[src/rtl/controle_ajuste_relogio.sv]
// Time-keeping and time-set controller: one-second prescaler, set-mode FSM,
// shadow BCD edit registers for minutes/hours and a single-cycle load strobe.
module controle_ajuste_relogio #(
    parameter int DIV_SEG = 50000000
) (
    input  logic       clk,
    input  logic       clear,
    input  logic       btnModo,
    input  logic       btnInc,
    input  logic [7:0] curMin,
    input  logic [7:0] curHora,
    output logic       tickSeg,
    output logic       loadRelogio,
    output logic       clearSeg,
    output logic [7:0] loadMin,
    output logic [7:0] loadHora,
    output logic [1:0] modo
);

    localparam int CNT_W = (DIV_SEG > 1) ? $clog2(DIV_SEG) : 1;
    localparam logic [CNT_W-1:0] CNT_MAX = CNT_W'(DIV_SEG - 1);

    localparam logic [1:0] S_RUN      = 2'b00;
    localparam logic [1:0] S_SET_MIN  = 2'b01;
    localparam logic [1:0] S_SET_HORA = 2'b10;
    localparam logic [1:0] S_LOAD     = 2'b11;

    logic [1:0]       r_state;
    logic [CNT_W-1:0] r_cnt;
    logic [7:0]       r_edit_min;
    logic [7:0]       r_edit_hora;
    logic             r_prev_modo;
    logic             r_prev_inc;

    logic             w_press_modo;
    logic             w_press_inc;
    logic [7:0]       w_next_min;
    logic [7:0]       w_next_hora;

    assign w_press_modo = btnModo & ~r_prev_modo;
    assign w_press_inc  = btnInc & ~r_prev_inc;

    // Any value outside 00..59 (including non-BCD copies from curMin) wraps to 00.
    always_comb begin
        w_next_min = 8'h00;
        if (r_edit_min[7:4] > 4'd5 || r_edit_min[3:0] > 4'd9 || r_edit_min == 8'h59)
            w_next_min = 8'h00;
        else if (r_edit_min[3:0] == 4'd9)
            w_next_min = {r_edit_min[7:4] + 4'd1, 4'd0};
        else
            w_next_min = {r_edit_min[7:4], r_edit_min[3:0] + 4'd1};
    end

    always_comb begin
        w_next_hora = 8'h00;
        if (r_edit_hora[7:4] > 4'd2 || r_edit_hora[3:0] > 4'd9 ||
            (r_edit_hora[7:4] == 4'd2 && r_edit_hora[3:0] >= 4'd3))
            w_next_hora = 8'h00;
        else if (r_edit_hora[3:0] == 4'd9)
            w_next_hora = {r_edit_hora[7:4] + 4'd1, 4'd0};
        else
            w_next_hora = {r_edit_hora[7:4], r_edit_hora[3:0] + 4'd1};
    end

    always_ff @(posedge clk) begin
        if (clear) begin
            r_prev_modo <= 1'b0;
            r_prev_inc  <= 1'b0;
        end else begin
            r_prev_modo <= btnModo;
            r_prev_inc  <= btnInc;
        end
    end

    // A mode press always wins over a simultaneous increment press.
    always_ff @(posedge clk) begin
        if (clear) begin
            r_state     <= S_RUN;
            r_edit_min  <= 8'h00;
            r_edit_hora <= 8'h00;
        end else begin
            case (r_state)
                S_RUN: begin
                    if (w_press_modo) begin
                        r_state     <= S_SET_MIN;
                        r_edit_min  <= curMin;
                        r_edit_hora <= curHora;
                    end
                end
                S_SET_MIN: begin
                    if (w_press_modo)
                        r_state <= S_SET_HORA;
                    else if (w_press_inc)
                        r_edit_min <= w_next_min;
                end
                S_SET_HORA: begin
                    if (w_press_modo)
                        r_state <= S_LOAD;
                    else if (w_press_inc)
                        r_edit_hora <= w_next_hora;
                end
                default: r_state <= S_RUN;
            endcase
        end
    end

    // Prescaler runs only in RUN so editing never advances the seconds.
    always_ff @(posedge clk) begin
        if (clear)
            r_cnt <= '0;
        else if (r_state == S_RUN)
            r_cnt <= (r_cnt == CNT_MAX) ? '0 : r_cnt + 1'b1;
        else
            r_cnt <= '0;
    end

    assign tickSeg     = (r_state == S_RUN) && (r_cnt == CNT_MAX);
    assign loadRelogio = (r_state == S_LOAD);
    assign clearSeg    = (r_state == S_LOAD);
    assign loadMin     = r_edit_min;
    assign loadHora    = r_edit_hora;
    assign modo        = r_state;

endmodule

[config.mk]
export PLATFORM = sky130hd
export DESIGN_NAME = controle_ajuste_relogio
export DESIGN_NICKNAME = d
export VERILOG_FILES = /design/src/rtl/controle_ajuste_relogio.sv
export SDC_FILE = /design/constraint.sdc
export NUM_CORES = 1
export LEC_CHECK = 0
export ABC_CLOCK_PERIOD_IN_PS = 2980
export CORE_ASPECT_RATIO = 1.5
export CORE_MARGIN = 3
export CORE_UTILIZATION = 30
export DETAILED_ROUTE_END_ITERATION = 12
export GPL_ROUTABILITY_DRIVEN = 0
export HOLD_SLACK_MARGIN = 0.15
export PLACE_DENSITY_LB_ADDON = 0.25
export SLEW_MARGIN = 20
export SYNTH_ARGS = -nofsm -noshare
export SYNTH_HDL_FRONTEND = slang
export SYNTH_SLANG_ARGS = --single-unit
[constraint.sdc]
create_clock -name clk -period 2.98 [get_ports clk]
set_input_delay 0.596 -clock clk [delete_from_list [all_inputs] [get_ports clk]]
set_output_delay 0.596 -clock clk [all_outputs]
set_load 0.05 [all_outputs]
==> run metrics <==
Hold Vio Cnt, Final=0; Crit path largest cell delay=between 500 and 600 ps; Max Fanout on Critical Path=5; largest net degree at the start of global routing=26; non-filler instance count after layout=433; status=finished, final reports clean; Yosys warning count=0; I/O Buffers=40; Post-Syn Area=roughly 2500 sq um; Worst Skew=~5.5 ps; slew margin rel.=0.5627; CTS clk-pin slew, worst paths=~60 ps; flop2flop setup slack=around 800 ps; Fillers=around 830; Sequential Area=~920 sq um; Slew Limit Fails=0; WP data required=around 2400 ps; CTS sink cnt=46; Die W=79.94 microns; worst-path cell chain=or4_1 > nor4_1 > and4_1 > and2_1 > buf_4; Hold WC Path Type=flop to flop; Max-cap violations=0; post-route ant nets=0; TritonCTS clock tree=yes; min cycle time layout=roughly 2600 ps; total number of vias=around 2100; Syn Inst Count=around 290; total track usage=0.1283; # placed instances=426; Clk Latency, worst-skew pair=~280 ps; initial core utilization=0.3151; Worst-Margin Slew=~650 ps; Worst path slowest cell=or4_1; top_reg_cell synth=dfxtp_1; sequential area share after synthesis=0.3744; Post-synth ARST share=0; Yosys top cell by area=dfxtp_1; ant diodes=0; share of post-route cells with drive strength above 1=0.05438; WP data arrival=~2000 ps; Post-synth EDFFs=0; total setup buffers inserted after CTS=0; CP Capture Type=output pin; First-pass DRT Iterations=5; Multi-input gate area=between 1000 and 1500 sq um; CTS Root Cell=clkbuf_16; Fin Setup TNS=0 ps; Die Y=around 120 microns; Layout area overhead=24.57%; Final HPWL DP=slightly above 4000 microns; crit start category=flop; DR DRC count=0; first-iteration detailed-routing DRC count=slightly above 100; Unique masters post-synth=49; Row Count=39; Max VDD drop=0.0002511 V; fin util=0.3925; CTS Hold Bufs=0; Ports=a little over 40; Via density=approximately 5; WL per Instance=12.94 microns; worst hold slack=466.7 ps; H-Tree Depth=2; Syn Nets=roughly 320; CP Class=flop to output pin; Tot Pwr=approximately 1.6 mW; drt total wl=between 5000 and 6000 microns; first-pass GRT wire length=9694 microns; leak pwr=between 1 and 1.5 nW; CTS resizes=0; Core Area=about 8000 sq um; Total Nets Final=362; Final setup viols=0; Tcrit/Tclk final=0.8665; top post-synthesis cells by area=dfxtp_1 (37%), nor2_1 (6.7%), ha_1 (5.6%); flops & latches, synth=46; RSZ-0062 raised after global routing=no; Synth top area share=0.3744; f_max=between 0.3 and 0.4 GHz; Bufs on Longest Clock Path=2; PwrDens=532.4 nW/um^2; DIE AREA=9344 sq um; initial antenna violation count=0; TritonCTS buffer count=5; vias in the first global route=between 2000 and 2500; grt ovf=0; Avg Cell Area, Syn=approximately 8.4 sq um
## area by class of cell
| type | instances | area share |
|---|---|---|
| Timing Repair Buffer | 44 | 0.1396 |
| Sequential cell | 46 | 0.3005 |
| Tap cell | 102 | 0.04165 |
| Clock inverter | 2 | 0.003267 |
| Clock buffer | 5 | 0.04083 |
| Inverter | 18 | 0.02205 |
| Multi-Input combinational cell | 216 | 0.4520 |
## cell usage after synthesis (all sizes together), types with 2 or more instances
master  instances
a21oi          15
a221oi          4
nand2b          3
a211oi         10
dfxtp          46
xor2           15
o21ai           8
mux2i           2
nand3b          2
buf             9
nor3b           3
nand2          16
nand4           7
or4             2
inv            17
nor2b           4
and4            3
nor3            9
and2            2
nand4b          2
a311oi          2
nor2           44
or2             2
ha             11
o32ai           4
xnor2           9
or3b            3
clkbuf          3
nor4            6
nand3          14
and3            4
## per-layer routing
layer / track usage / routed length, microns / up-vias / part of all wire
li1: - / - / 1106 / -
met1: 0.1475 / 2370 / 982 / 0.42
met2: 0.2301 / 2866 / 48 / 0.51
met3: 0.02680 / 255 / 10 / 0.046
met4: 0.05073 / 110 / 0 / 0.020
met5: 0 / 0 / - / 0
## flip-flops by register name, indices dropped and copies added (netlist names)
signal	cells
r_cnt	26
loadHora	8
loadMin	8
modo	2
r_prev_inc	1
r_prev_modo	1
## placed cells by master, fill, tap and decap left out, drive strengths merged, types with 10 or more instances in the layout
cell and n:
clkdlybuf4s50 39, a211oi 10, dfxtp 46, nand3 14, inv 17, a21oi 15, ha 11, nand2 16
nor2 44, xor2 15
## worst paths after layout
path,startpoint,endpoint,cells past startpoint
hold reg to reg,r_cnt[0],r_cnt[0],1
hold / removal,r_cnt[0],r_cnt[0],1
setup / recovery,r_cnt[8],tickSeg,5
setup reg to reg,modo[0],loadMin[5],6
## kinds of logic after synthesis
| group | count (synthesis) | share of synthesized area |
|---|---|---|
| simple gates | 129 | 0.2731 |
| fa+ha+maj | 11 | 0.05595 |
| mux | 2 | 0.008139 |
| xor+xnor | 24 | 0.08546 |
| compound gates | 50 | 0.1404 |
| buf+inv | 30 | 0.06256 |
| flops | 46 | 0.3744 |
## critical path: cells and delay by family, from the launching register on
family                 cells  cell delay, ps
and+or+nand+nor            4            1160
buffers and inverters      1             210
DFF                        1             340
## stage by stage
stage               setup WS, ps  instance area [sq um]
global route               305.3                   3064
finish                     397.8                   3064
floorplan                  731.5                   2460
global placement           486.6                   2929
detailed placement         442.2                   2929
CTS                        410.8                   3064
## where the power goes
| part | internal [mW] | switching [mW] | total (mW) |
|---|---|---|---|
| registers | 0.651 | 0.0522 | 0.704 |
| clock network | 0.303 | 0.225 | 0.528 |
| logic | 0.153 | 0.247 | 0.400 |
Power figures use the tool's default switching activity.
